==> src/rtl/hazard_fwd_ctrl_if.sv <==
// ID-stage view of the hazard/forwarding controller: decoded fields of the
// instruction in ID plus the stall, bubble and forward-select results.
interface hazard_fwd_ctrl_if #(
    parameter int CNT_W = 16
);
    logic             id_valid;
    logic [4:0]       id_rs;
    logic [4:0]       id_rt;
    logic             id_use_rs;
    logic             id_use_rt;
    logic             id_wreg;
    logic             id_m2reg;
    logic [4:0]       id_destR;
    logic             stall;
    logic             bubble;
    logic [1:0]       id_FWA;
    logic [1:0]       id_FWB;
    logic [CNT_W-1:0] stall_cnt;

    // Decoder side: drives the ID fields, consumes the hazard results.
    modport master (
        output id_valid, id_rs, id_rt, id_use_rs, id_use_rt,
               id_wreg, id_m2reg, id_destR,
        input  stall, bubble, id_FWA, id_FWB, stall_cnt
    );

    // Controller side.
    modport slave (
        input  id_valid, id_rs, id_rt, id_use_rs, id_use_rt,
               id_wreg, id_m2reg, id_destR,
        output stall, bubble, id_FWA, id_FWB, stall_cnt
    );
endinterface

==> src/rtl/hazard_fwd_ctrl.sv <==
// Hazard detection and forwarding control for a 5-stage MIPS pipeline.
// Tracks shadow copies of the EX and MEM write state and resolves ID sources.
module hazard_fwd_ctrl #(
    parameter bit FWD_EN = 1'b1,
    parameter int CNT_W  = 16
) (
    input logic              clk,
    input logic              rst,
    hazard_fwd_ctrl_if.slave bus
);
    typedef struct packed {
        logic       v;
        logic       wreg;
        logic       m2reg;
        logic [4:0] dest;
    } shadow_t;

    shadow_t          ex_reg;
    shadow_t          ex_next;
    shadow_t          mem_reg;

    logic [1:0][4:0]  src;
    logic [1:0]       src_checked;
    logic [1:0]       m_ex;
    logic [1:0]       m_mem;
    logic [1:0][1:0]  fwd_sel;
    logic             stall;

    logic [CNT_W-1:0] stall_cnt_reg;
    logic [CNT_W-1:0] stall_cnt_next;

    assign src[0]      = bus.id_rs;
    assign src[1]      = bus.id_rt;
    assign src_checked = {bus.id_valid & bus.id_use_rt, bus.id_valid & bus.id_use_rs};

    // Per-operand producer matches; register $0 never carries a dependency.
    generate
        for (genvar gi = 0; gi < 2; gi++) begin : g_src
            assign m_ex[gi]  = src_checked[gi] & ex_reg.v & ex_reg.wreg
                             & (ex_reg.dest == src[gi]) & (src[gi] != 5'd0);
            assign m_mem[gi] = src_checked[gi] & mem_reg.v & mem_reg.wreg
                             & (mem_reg.dest == src[gi]) & (src[gi] != 5'd0);

            if (FWD_EN) begin : g_fwd
                // The EX producer is the younger one, so it wins over MEM.
                assign fwd_sel[gi] = m_ex[gi]  ? 2'b01 :
                                     m_mem[gi] ? 2'b10 : 2'b00;
            end else begin : g_nofwd
                assign fwd_sel[gi] = 2'b00;
            end
        end
    endgenerate

    generate
        if (FWD_EN) begin : g_stall_fwd
            // Only a load in EX cannot be bypassed in time.
            assign stall = (|m_ex) & ex_reg.m2reg;
        end else begin : g_stall_nofwd
            assign stall = (|m_ex) | (|m_mem);
        end
    endgenerate

    always_comb begin
        ex_next = '0;
        if (!stall && bus.id_valid) begin
            ex_next.v     = 1'b1;
            ex_next.wreg  = bus.id_wreg;
            ex_next.m2reg = bus.id_m2reg;
            ex_next.dest  = bus.id_destR;
        end
    end

    always_comb begin
        stall_cnt_next = stall_cnt_reg;
        if (stall && (stall_cnt_reg != {CNT_W{1'b1}})) begin
            stall_cnt_next = stall_cnt_reg + {{(CNT_W-1){1'b0}}, 1'b1};
        end
    end

    always_ff @(posedge clk or posedge rst) begin
        if (rst) begin
            ex_reg        <= '0;
            mem_reg       <= '0;
            stall_cnt_reg <= '0;
        end else begin
            ex_reg        <= ex_next;
            mem_reg       <= ex_reg;
            stall_cnt_reg <= stall_cnt_next;
        end
    end

    assign bus.stall     = stall;
    assign bus.bubble    = stall;
    assign bus.id_FWA    = fwd_sel[0];
    assign bus.id_FWB    = fwd_sel[1];
    assign bus.stall_cnt = stall_cnt_reg;
endmodule

==> src/flat_wrapper.sv <==
// flat-port wrapper written by rule: the top's interface ports become plain ports
module hazard_fwd_ctrl_flat 
#(
    parameter bit FWD_EN = 1'b1,
    parameter int CNT_W  = 16
)
  (clk, rst, bus_id_valid, bus_id_rs, bus_id_rt, bus_id_use_rs, bus_id_use_rt, bus_id_wreg, bus_id_m2reg, bus_id_destR, bus_stall, bus_bubble, bus_id_FWA, bus_id_FWB, bus_stall_cnt);
  hazard_fwd_ctrl_if #(.CNT_W(CNT_W)) bus_i ();
  input logic clk;
  input logic rst;
  input wire logic [$bits(bus_i.id_valid)-1:0] bus_id_valid;
  input wire logic [$bits(bus_i.id_rs)-1:0] bus_id_rs;
  input wire logic [$bits(bus_i.id_rt)-1:0] bus_id_rt;
  input wire logic [$bits(bus_i.id_use_rs)-1:0] bus_id_use_rs;
  input wire logic [$bits(bus_i.id_use_rt)-1:0] bus_id_use_rt;
  input wire logic [$bits(bus_i.id_wreg)-1:0] bus_id_wreg;
  input wire logic [$bits(bus_i.id_m2reg)-1:0] bus_id_m2reg;
  input wire logic [$bits(bus_i.id_destR)-1:0] bus_id_destR;
  output wire logic [$bits(bus_i.stall)-1:0] bus_stall;
  output wire logic [$bits(bus_i.bubble)-1:0] bus_bubble;
  output wire logic [$bits(bus_i.id_FWA)-1:0] bus_id_FWA;
  output wire logic [$bits(bus_i.id_FWB)-1:0] bus_id_FWB;
  output wire logic [$bits(bus_i.stall_cnt)-1:0] bus_stall_cnt;
  assign bus_i.id_valid = bus_id_valid;
  assign bus_i.id_rs = bus_id_rs;
  assign bus_i.id_rt = bus_id_rt;
  assign bus_i.id_use_rs = bus_id_use_rs;
  assign bus_i.id_use_rt = bus_id_use_rt;
  assign bus_i.id_wreg = bus_id_wreg;
  assign bus_i.id_m2reg = bus_id_m2reg;
  assign bus_i.id_destR = bus_id_destR;
  assign bus_stall = bus_i.stall;
  assign bus_bubble = bus_i.bubble;
  assign bus_id_FWA = bus_i.id_FWA;
  assign bus_id_FWB = bus_i.id_FWB;
  assign bus_stall_cnt = bus_i.stall_cnt;
  hazard_fwd_ctrl #(.FWD_EN(FWD_EN), .CNT_W(CNT_W)) u_core (.clk(clk), .rst(rst), .bus(bus_i));
endmodule
==> config.mk <==
export PLATFORM = sky130hd
export DESIGN_NAME = hazard_fwd_ctrl_flat
export DESIGN_NICKNAME = d
export VERILOG_FILES = /design/src/rtl/hazard_fwd_ctrl_if.sv /design/src/rtl/hazard_fwd_ctrl.sv /design/src/flat_wrapper.sv
export SDC_FILE = /design/constraint.sdc
export NUM_CORES = 1
export LEC_CHECK = 0
export BUFFER_PORTS_ARGS = -buffer_cell sky130_fd_sc_hd__buf_2
export CAP_MARGIN = 30
export CORE_MARGIN = 2
export CORE_UTILIZATION = 46
export CTS_BUF_LIST = sky130_fd_sc_hd__clkbuf_16
export CTS_CLUSTER_SIZE = 40
export DETAILED_ROUTE_END_ITERATION = 16
export GPL_ROUTABILITY_DRIVEN = 0
export MAX_ROUTING_LAYER = met4
export PLACE_DENSITY = 0.85
export SLEW_MARGIN = 0
export SYNTH_ARGS = -nofsm -noshare
export SYNTH_HDL_FRONTEND = slang
export SYNTH_SLANG_ARGS = --single-unit
==> constraint.sdc <==
create_clock -name clk -period 1.6 [get_ports clk]
set_input_delay 0.08 -clock clk [delete_from_list [all_inputs] [get_ports clk]]
set_output_delay 0.08 -clock clk [all_outputs]
set_load 0.01 [all_outputs]
Yosys cells after proc, flatten, opt, wreduce, memory -nomap -nowiden
Cells that the tools add are included.
{"block": "totals", "ff_bits": 31, "latch_bits": 0, "mem_bits_rw": 0, "romBits": 0, "out_inout_bits": 22, "elab_cells": 44, "memories": 0}
{"block": "op_classes", "addsub": 1, "mul": 0, "div_mod_pow": 0, "magnitude_cmp": 0, "n_eq_ne": 5, "n_shift": 0, "muxes": 5, "n_bitwise": 19, "n_reduce_logical": 6}
{"op": "$eq A5 B5 Y1", "n": 4}
{"op": "$and A1 B1 Y1", "n": 19}
{"op": "$add A16 B1 Y16 const B", "n": 1}
{"op": "$ne A16 B16 Y1 const B", "n": 1}
{"op": "$reduce_bool A5 Y1", "n": 2}
{"op": "$mux W2", "n": 4}
{"op": "$mux W8", "n": 1}
{"op": "$logic_and A1 B1 Y1", "n": 2}
{"op": "$reduce_or A2 Y1", "n": 1}
{"op": "$logic_not A1 Y1", "n": 1}

Longest topological paths before layout
Gate-level depths: netlist of run 1.
{"block": "logic_depth", "word_depth": 10, "mapped_depth": 8, "depth_no_buf": 6}

Worst setup path before layout of run 1
No wires, ideal clock.
{"block": "synth_timing", "path_type": "reg2reg", "startpoint": "register u_core.ex_reg[0] (netlist bit)", "endpoint": "register u_core.stall_cnt_reg[6], in the netlist u_core.bus.stall_cnt[6]", "t_arrival_ps": 1785, "slack_ps": -311, "stages_incl_launch_ff": 8, "synth_period_minus_slack_ps": 1911, "cell_sequence": "dfrtp_1 xnor2_1 nand4_1 nor4_2 o211a_1 buf_2 nand4_1 xnor2_1"}
{"block": "synth_via", "elab_chain_cells": 6, "elab_cells_between_ends": 9}
{"element": "start, declared", "line_no": "hazard_fwd_ctrl.sv:18", "source": "shadow_t ex_reg;"}
{"element": "start signal, assigned", "line_no": "hazard_fwd_ctrl.sv:86", "source": "ex_reg <= ex_next;"}
{"element": "$eq A5 B5 Y1", "line_no": "hazard_fwd_ctrl.sv:40", "source": "& (ex_reg.dest == src[gi]) & (src[gi] != 5'd0);"}
{"element": "$and A1 B1 Y1 (2 in series)", "line_no": "hazard_fwd_ctrl.sv:40"}
{"element": "$reduce_or A2 Y1 *", "line_no": "hazard_fwd_ctrl.sv:57", "source": "assign stall = (|m_ex) & ex_reg.m2reg;"}
{"element": "$and A1 B1 Y1 *", "line_no": "hazard_fwd_ctrl.sv:57"}
{"element": "$logic_and A1 B1 Y1 *", "line_no": "hazard_fwd_ctrl.sv:75", "source": "if (stall && (stall_cnt_reg != {CNT_W{1'b1}})) begin"}
{"element": "end signal, assigned", "line_no": "hazard_fwd_ctrl.sv:88", "source": "stall_cnt_reg <= stall_cnt_next;"}
{"element": "end, declared", "line_no": "hazard_fwd_ctrl.sv:29", "source": "logic [CNT_W-1:0] stall_cnt_reg;"}
Every way passes the cells marked *; elsewhere a longest branch is shown, timed or not.
A chain may end at the register's enable or synchronous reset.

Worst setup path in the final report of run 1
{"block": "layout_timing", "startpoint": "register u_core.ex_reg[1] (netlist bit)", "endpoint": "register u_core.stall_cnt_reg[10], in the netlist u_core.bus.stall_cnt[10]"}
Same word-level chain as after synthesis.

==> results of run 1 <==
==> timing repair <==
action                                 CTS  global route
endpoints found under the hold margin   31             0
buffers inserted                         2             4
setup endpoints to repair               30            30
cloned                                   0             1
pin swaps                                3             8
resized for setup                        6            19
hold buffers                             1             0
==> report_power, final <==
group	switching, mW	internal, mW	leakage [nW]
clock	0.326	0.560	0.0762
combinational	0.0960	0.0970	0.698
sequential	0.0259	0.807	0.409
total	0.448	1.46	1.18
==> metal layers <==
metal	vias to the layer above	share of wire	global-route usage
met5	-	0	-
met4	0	0.044	0.173
met3	20	0.078	0.0546
met2	93	0.49	0.398
met1	719	0.39	0.312
li1	626	-	-
==> cell usage after synthesis <==
library cell and number:
nor2_1 1, and2_4 1, buf_6 1, xnor2_1 22
dfrtp_1 31, nand3_1 6, nand2_1 4, nand4_1 11
nor4_1 2, and2_1 9, clkbuf_1 2, a21boi_4 1
buf_4 1, or2_1 1, nor3_1 2, a41oi_1 1
inv_1 1, mux2_2 1, and3_1 6, xor2_1 11
o211a_1 1, ha_1 1, and4_1 2, o211ai_2 2
a31oi_1 2, or4_1 2, a21oi_1 2, buf_2 1
nor4_2 2
==> path summary, 6_finish.rpt <==
| path | end | slack (ps) | depth (start not counted) | start |
|---|---|---|---|---|
| min in group asynchronous | u_core.mem_reg[1] | 440 | 4 | rst |
| hold reg to reg | u_core.mem_reg[6] | 370 | 0 | u_core.ex_reg[6] |
| max in group asynchronous | u_core.bus.stall_cnt[0] | 850 | 4 | rst |
| setup / recovery | u_core.bus.stall_cnt[10] | -250 | 8 | u_core.ex_reg[1] |
| hold / removal | u_core.ex_reg[4] | 7 | 2 | bus_id_destR[4] |
| setup reg to reg | u_core.bus.stall_cnt[10] | -250 | 8 | u_core.ex_reg[1] |
==> metrics by stage <==
| step | area, µm² | setup TNS [ps] | worst slack (ps) | power (mW) |
|---|---|---|---|---|
| 2_1_floorplan | 1560 | -678 | -61.3 | 0.914 |
| 3_5_place_dp | 2020 | -5970 | -299 | 1.00 |
| 5_1_grt | 2350 | -6310 | -305 | 1.97 |
| 6_report | 2350 | -4540 | -249 | 1.91 |
| 3_3_place_gp | 2020 | -4310 | -234 | 0.990 |
| 4_1_cts | 2210 | -3010 | -245 | 1.88 |
==> worst max-delay path: cells and delay by family, from the launching register on <==
family          cells  cell delay (ps)
buf+inv             2              310
flops               1              460
xor+xnor            2              310
compound gates      1              210
simple gates        3              440
==> final cells by class <==
| class | count | area, µm² |
|---|---|---|
| Multi-Input combinational cell | 94 | 852 |
| Inverter | 1 | 3.75 |
| Fill cell | 196 | 754 |
| Sequential cell | 31 | 781 |
| Tap cell | 44 | 55.1 |
| Clock buffer | 5 | 125 |
| Timing Repair Buffer | 81 | 519 |
| Clock inverter | 3 | 12.5 |
==> cell families (layout without fill, tap and decap cells) <==
family                     Yosys count  in the layout
AOI/OAI and AO/OA                    9             10
xor gates and xnor gates            33             33
adders and majority gates            1              1
buffers and inverters                6             90
DFF                                 31             31
muxes                                1              1
and+or+nand+nor                     49             49
==> results_dict.tcl, run 1 <==
set metrics [dict create \
    nets 237 \
    totalWireLength_um 4820 \
    start_util 0.488 \
    start_kind "flop" \
    synth_area_leaders "dfrtp_1, xnor2_1, xor2_1" \
    power_density_nw_per_um2 814 \
    path_max_fanout 6 \
    drtAntennaViolNets 0 \
    htreeDepth 2 \
    grt_max_degree 32 \
    coreArea_um2 3100 \
    relSlewSlack 0.743 \
    synthesis.nets 153 \
    firstDrtPassIters 4 \
    fin_crit_ps 1850 \
    finalWorstSetupSlack_ps -249 \
    route.detailed.drc 0 \
    rsz0062_at_grt "yes" \
    violations "negative setup slack" \
    whs_ps 7.15 \
    io_buffers 43 \
    cts_root_buf "clkbuf_16" \
    hpwl_um 3000 \
    gr-usage-all-layers 0.261 \
    antenna_found_initial 0 \
    grt_pass1_wl_um 6670 \
    status "finished with violations" \
    maxCapViolations 0 \
    clkSinkCount 31 \
    antennaDiodeCount 0 \
    critPathMaxStageDelay_ps 460 \
    synthToLayoutAreaGrowth_pct 55.0 \
    synth-simple-area-share 0.202 \
    clk_latency_ps 280 \
    synthAdderAreaFrac 0.00826 \
    yosysTopAreaCellShare 0.512 \
    p_leak_nw 1.18 \
    finalSetupViolCount 29 \
    avgViaCountPerCell 5.63 \
    largest_reg_flops 16 \
    max_freq_mhz 541 \
    cts_tree "done" \
    synth_compound_area_frac 0.0562 \
    yosysWarnings 0 \
    post-route-period-util 1.16 \
    synth.yosys.seq_area_share 0.512 \
    critPathKind "flop to flop" \
    synth_cell_types 29 \
    maxSlewViolCount 0 \
    end_kind "flop" \
    clk_pin_slew_ps 50 \
    worst-slew-pin-transition_ps 386 \
    place_inst 243 \
    crit_chain "xnor2_2 > nand4_1 > nor4_4 > buf_4 > o211a_4 > buf_4 > nand2_1 > xnor2_1" \
    cp_slowest_cell "dfrtp_2" \
    numCtsBuffers 5 \
    drtIter0Drc 125 \
    finalHoldViolCount 0 \
    ys_seq_elements 31 \
    crit_top_cell "buf_4" \
    final_cells 259 \
    final_layout_size_suffix_gt1_frac 0.540 \
    cp.arrival_ps 2010 \
    num_vias 1458 \
    syn-cell-area_um2 1520 \
    synth_largest_area_cell "dfrtp_1" \
    clockBufferDepth 2 \
    mostFrequentLayoutCells "buf_2, buf_4, dfrtp_1" \
    rows 20 \
    syn_avg_cell_area_um2 11.7 \
    clock_skew_ps 3.96 \
    syn-instance-count 130 \
    irDropWorstVdd_mv 0.740 \
    grt-ovfl-total 0 \
    hp-class "input pin to flop" \
    die_x_um 61.4 \
    cp.required_ps 1760 \
    synth-xor-area-share 0.191 \
    finish.utilization 0.757 \
    route.detailed.wl_per_inst_um 18.6 \
    die-area_um2 3770 \
    grt_pass1_vias 1392 \
    muxShareOfSynthArea 0.00743 \
    die_h_um 61.4 \
    mostFrequentLayoutCell "buf_2" \
    synth_top_family_by_area "simple AND/OR/NAND/NOR gates" \
    io_pins 44 \
]
(Power assumes the default switching activity.)
==> run 2: changes to the inputs <==
--- a/config.mk
+++ b/config.mk
@@ -8,13 +8,14 @@
 export BUFFER_PORTS_ARGS = -buffer_cell sky130_fd_sc_hd__buf_2
 export CAP_MARGIN = 30
 export CORE_MARGIN = 2
-export CORE_UTILIZATION = 46
+export CORE_UTILIZATION = 45
 export CTS_BUF_LIST = sky130_fd_sc_hd__clkbuf_16
 export CTS_CLUSTER_SIZE = 40
 export DETAILED_ROUTE_END_ITERATION = 16
 export GPL_ROUTABILITY_DRIVEN = 0
+export GPL_TIMING_DRIVEN = 0
 export MAX_ROUTING_LAYER = met4
-export PLACE_DENSITY = 0.85
+export PLACE_DENSITY = 0.84
 export SLEW_MARGIN = 0
 export SYNTH_ARGS = -nofsm -noshare
 export SYNTH_HDL_FRONTEND = slang
==> constraint.sdc (replaced) <==
create_clock -name clk -period 1.6 [get_ports clk]
set_input_delay 0 -clock clk [delete_from_list [all_inputs] [get_ports clk]]
set_output_delay 0 -clock clk [all_outputs]
set_load 0.01 [all_outputs]
==> results_dict.tcl, run 2 (synthesis results as in run 1) <==
set metrics [dict create \
    status "finished with violations" \
    violations "negative setup slack" \
    p_leak_nw 1.13 \
    firstDrtPassIters 4 \
    hp-start "bus_id_valid" \
    synthToLayoutAreaGrowth_pct 51.0 \
    p_int_mw 1.46 \
    crit_top_cell "nand4_1" \
    gr-usage-all-layers 0.211 \
    multi_input_area_um2 833 \
    worst-slew-pin-transition_ps 482 \
    p_clk_frac 0.465 \
    critPathKind "flop to flop" \
    maxSlewViolCount 0 \
    cts_root_buf "clkbuf_16" \
    hp-class "input pin to flop" \
    clkSinkCount 31 \
    final_layout_size_suffix_gt1_frac 0.470 \
    maxCapViolations 0 \
    mostFrequentLayoutCell "buf_2" \
    totalWireLength_um 3870 \
    place_inst 220 \
    grt_pass1_wl_um 5530 \
    path_max_fanout 5 \
    num_vias 1229 \
    r2r-end "u_core.bus.stall_cnt[3]" \
    start_kind "flop" \
    path_buf_inv 2 \
    route.detailed.drc 0 \
    io_buffers 43 \
    avgViaCountPerCell 5.00 \
    finalHoldViolCount 0 \
    finalSetupViolCount 30 \
    power_density_nw_per_um2 818 \
    fillers 221 \
    cp.arrival_ps 2140 \
    hpwl_um 2330 \
    drtAntennaViolNets 0 \
    die-area_um2 3850 \
    whs_endpoint "u_core.ex_reg[7]" \
    htreeDepth 2 \
    start_util 0.461 \
    finalWorstSetupSlack_ps -390 \
    grt_max_degree 22 \
    post-route-period-util 1.24 \
    relSlewSlack 0.678 \
    rsz0062_at_grt "yes" \
    crit_family "simple AND/OR/NAND/NOR gates" \
    die_h_um 62.0 \
    power_frac_seq 0.443 \
    grt_pass1_vias 1234 \
    cp_slowest_cell "dfrtp_2" \
    irDropWorstVdd_mv 0.639 \
    rows 21 \
    mostFrequentLayoutCells "buf_2, dfrtp_1, xnor2_1" \
    numCtsBuffers 5 \
    min_delay_path_depth 2 \
    coreArea_um2 3280 \
    clk_latency_ps 270 \
    route.detailed.wl_per_inst_um 15.7 \
    end_kind "flop" \
    clock_skew_ps 4.77 \
    grt-ovfl-total 0 \
    reg2reg_from "u_core.ex_reg[4]" \
    fin_crit_ps 1990 \
    clockBufferDepth 2 \
    io_pins 44 \
    critPathMaxStageDelay_ps 450 \
    switching_share 0.222 \
    antenna_found_initial 0 \
    die_x_um 62.0 \
    cts_tree "done" \
    reg2reg_depth 8 \
    cp.required_ps 1750 \
    regArea_um2 779 \
    p_sw_uw 415 \
    tns_ps -7110 \
    ff2ff_setup_slack_ps -390 \
    max_freq_mhz 503 \
    largest_reg_flops 16 \
    nets 222 \
    clk_pin_slew_ps 50 \
    p_total_mw 1.87 \
    pwr-share-comb 0.092 \
    crit_chain "xnor2_2 > nand4_1 > nor4_4 > buf_4 > o211a_4 > buf_6 > nand4_1 > xnor2_1" \
    antennaDiodeCount 0 \
    drtIter0Drc 51 \
    final_cells 246 \
]
-- run 2: changes by cell type in the layout (fill, tap and decap cells not counted), moves of 3 or more --
cell,delta
buf_4,-29
nand2_1,-3
and2_1,-3
and2_4,+3
buf_6,+7
dlygate4sd3_1,+7
-- run 2: final cells by class --
| type | count | share of cell area |
|---|---|---|
| Tap cell | 46 | 0.0252 |
| Clock buffer | 5 | 0.0547 |
| Multi-Input combinational cell | 93 | 0.364 |
| Sequential cell | 31 | 0.341 |
| Inverter | 1 | 0.00164 |
| Buffer | 4 | 0.0137 |
| Clock inverter | 3 | 0.00547 |
| Timing Repair Buffer | 63 | 0.195 |
-- run 2: worst max-delay path by stage --
stage / endpoint / depth (start not counted) / slack, ps / start
after floorplan: u_core.bus.stall_cnt[6] / 8 / -60 / u_core.bus.stall_cnt[0]
after global placement: u_core.ex_reg[6] / 8 / -190 / bus_id_rt[1]
after detailed placement: u_core.ex_reg[1] / 8 / -220 / bus_id_rt[1]
after CTS: bus_stall / 8 / -290 / u_core.ex_reg[0]
after global routing: u_core.bus.stall_cnt[14] / 8 / -500 / u_core.ex_reg[3]
final: u_core.bus.stall_cnt[3] / 8 / -390 / u_core.ex_reg[4]
-- run 2: what timing repair did --
item	in CTS	in global routing
hold buffers	8	0
gates resized for setup	15	21
hold endpoints to repair	17	0
endpoints found under the setup margin	26	30
pin swaps	17	16
cloned	1	0
setup buffers	6	4
-- run 2: power groups by stage --
stage | combinational (mW) | clock (mW) | sequential (mW)
final | 0.173 | 0.871 | 0.829
after global routing | 0.188 | 0.920 | 0.831
after global placement | 0.127 | 0 | 0.837
after detailed placement | 0.137 | 0 | 0.838
after CTS | 0.156 | 0.875 | 0.825
after floorplan | 0.0781 | 0 | 0.833
-- run 2: metrics by stage --
step	utilization	hold WS [ps]	area (µm²)	worst slack (ps)
floorplan	-	103	1540	-61.3
global placement	0.553	208	1820	-193
detailed placement	0.562	34.7	1840	-219
CTS	0.663	72.9	2180	-294
global route	0.697	82.1	2290	-497
finish	0.697	79.7	2290	-390
-- run 2: worst reg2reg max path: cells and delay by family, from the launching register on --
family / cells / cell delay (ps)
AND/OR/NAND/NOR: 3 / 620
XOR/XNOR: 2 / 300
flip-flops: 1 / 450
buffers and inverters: 2 / 310
AO/OA/AOI/OAI: 1 / 190
-- run 2: layer usage --
| metal | vias to the layer above | share of wire | GRT usage |
|---|---|---|---|
| li1 | 597 | - | - |
| met1 | 604 | 0.45 | 0.262 |
| met2 | 26 | 0.52 | 0.326 |
| met3 | 2 | 0.026 | 0.0538 |
| met4 | 0 | 0.0067 | 0.0881 |
| met5 | - | 0 | - |
==> run 3: changes to the inputs <==
--- a/config.mk
+++ b/config.mk
@@ -8,14 +8,14 @@
 export BUFFER_PORTS_ARGS = -buffer_cell sky130_fd_sc_hd__buf_2
 export CAP_MARGIN = 30
 export CORE_MARGIN = 2
-export CORE_UTILIZATION = 45
+export CORE_UTILIZATION = 30
 export CTS_BUF_LIST = sky130_fd_sc_hd__clkbuf_16
 export CTS_CLUSTER_SIZE = 40
 export DETAILED_ROUTE_END_ITERATION = 16
 export GPL_ROUTABILITY_DRIVEN = 0
 export GPL_TIMING_DRIVEN = 0
 export MAX_ROUTING_LAYER = met4
-export PLACE_DENSITY = 0.84
+export PLACE_DENSITY = 0.63
 export SLEW_MARGIN = 0
 export SYNTH_ARGS = -nofsm -noshare
 export SYNTH_HDL_FRONTEND = slang
==> constraint.sdc (replaced) <==
create_clock -name clk -period 1.6 [get_ports clk]
set_input_delay 0.32 -clock clk [delete_from_list [all_inputs] [get_ports clk]]
set_output_delay 0.32 -clock clk [all_outputs]
set_load 0.01 [all_outputs]
==> results_dict.tcl, run 3 (synthesis results as in run 1) <==
set metrics [dict create \
    grt_max_degree 25 \
    finalSetupViolCount 30 \
    end_kind "primary output" \
    finalHoldViolCount 0 \
    grt_pass1_wl_um 6350 \
    crit_chain "buf_8 > or4_4 > o211ai_4 > nor4_4 > or2_1 > and2_4 > buf_6 > buf_6" \
    post-route-period-util 1.38 \
    status "finished with violations" \
    reg2reg_from "u_core.ex_reg[1]" \
    clkSinkCount 31 \
    hpwl_um 2410 \
    fin_crit_ps 2210 \
    final_layout_size_suffix_gt1_frac 0.522 \
    avgViaCountPerCell 4.91 \
    rows 25 \
    antenna_found_initial 0 \
    pre_cts_slack_ps -794 \
    violations "negative setup slack" \
    worst-slew-pin-transition_ps 460 \
    start_util 0.317 \
    num_vias 1327 \
    irDropWorstVdd_mv 0.375 \
    cp.arrival_ps 1890 \
    io_buffers 43 \
    totalWireLength_um 4220 \
    die_x_um 75.1 \
    cts_root_buf "clkbuf_16" \
    gr-usage-all-layers 0.159 \
    largest_reg_flops 16 \
    mostFrequentLayoutCell "buf_2" \
    worstSetupStartpoint "bus_id_rt[2]" \
    clockBufferDepth 2 \
    ff2ff_setup_slack_ps -410 \
    cts_hold_buf 0 \
    clk_pin_slew_ps 50 \
    critPathMaxStageDelay_ps 540 \
    tns_ps -10490 \
    p_leak_nw 1.21 \
    max_freq_mhz 453 \
    cp_slowest_cell "or4_4" \
    coreArea_um2 4790 \
    io_pins 44 \
    fin_area_um2 2430 \
    crit_top_cell "buf_6" \
    place_area_um2 1840 \
    cts_tree "done" \
    route.detailed.drc 0 \
    fillers 397 \
    nets 225 \
    cp.required_ps 1280 \
    htreeDepth 2 \
    maxSlewViolCount 0 \
    mostFrequentLayoutCells "buf_2, dfrtp_1, xnor2_1" \
    p_total_mw 1.90 \
    clk_latency_ps 270 \
    synthToLayoutAreaGrowth_pct 60.4 \
    drtAntennaViolNets 0 \
    antennaDiodeCount 0 \
    maxCapViolations 0 \
    start_kind "input pin" \
    clock_skew_ps 2.84 \
    rsz0062_at_grt "yes" \
    grt-ovfl-total 0 \
    critPathKind "input pin to primary output" \
    relSlewSlack 0.693 \
    drtIter0Drc 82 \
    path_max_fanout 3 \
    route.detailed.wl_per_inst_um 15.6 \
    die_h_um 75.1 \
    power_density_nw_per_um2 780 \
    grt_pass1_vias 1318 \
    finalWorstSetupSlack_ps -609 \
    numCtsBuffers 5 \
    die-area_um2 5640 \
    firstDrtPassIters 4 \
    hp-class "input pin to asynchronous set/reset pin" \
]
[run 3: power by group]
group / total, mW / leakage (nW) / internal (mW) / switching (mW)
registers: 0.827 / 0.413 / 0.806 / 0.0203
logic: 0.195 / 0.730 / 0.101 / 0.0941
clock network: 0.874 / 0.0649 / 0.563 / 0.311
[run 3: worst paths after layout]
check	to	cells past startpoint
max in group asynchronous	u_core.mem_reg[2]	3
worst min-delay path	u_core.ex_reg[3]	2
worst min register to register	u_core.mem_reg[7]	0
min in group clk	u_core.ex_reg[5]	2
worst max-delay path	bus_stall	8
worst max register to register	u_core.bus.stall_cnt[6]	10
[run 3: metal layers]
layer  vias up  global-route usage  routed length [µm]
li1        604                   -                   -
met1       676               0.198                1830
met2        37               0.244                2100
met3        10              0.0254                 181
met4         0              0.0913                 104
met5         -                   -                   0
[run 3: per-stage QoR]
stage / util / std cells / hold WS, ps
2_1_floorplan: - / 130 / 354
3_3_place_gp: 0.379 / 240 / 358
3_5_place_dp: 0.385 / 241 / 314
4_1_cts: 0.473 / 263 / 33.2
5_1_grt: 0.508 / 270 / 63.6
6_report: 0.508 / 270 / 25.7
[run 3: repair_timing]
item	in CTS	in global routing
hold endpoints to repair	0	0
pin swaps	19	19
setup endpoints to repair	30	30
resized for setup	39	24
setup buffers	15	10
[run 3: layout make-up]
cell class                 instances  area, µm²  area share
tap                               67       83.8      0.0345
multi-input combinational         93        895       0.368
clock buffer                       5        125      0.0515
timing repair buffer              67        504       0.208
clock inverter                     3       15.0     0.00618
inverter                           1       3.75     0.00154
sequential                        31        777       0.320
buffer                             3       26.3      0.0108
[run 3: worst max-delay path, delay by kind of cell]
family / cells / cell delay [ps]
and+or+nand+nor: 4 / 1020
buffers and inverters: 3 / 320
AOI/OAI and AO/OA: 1 / 220
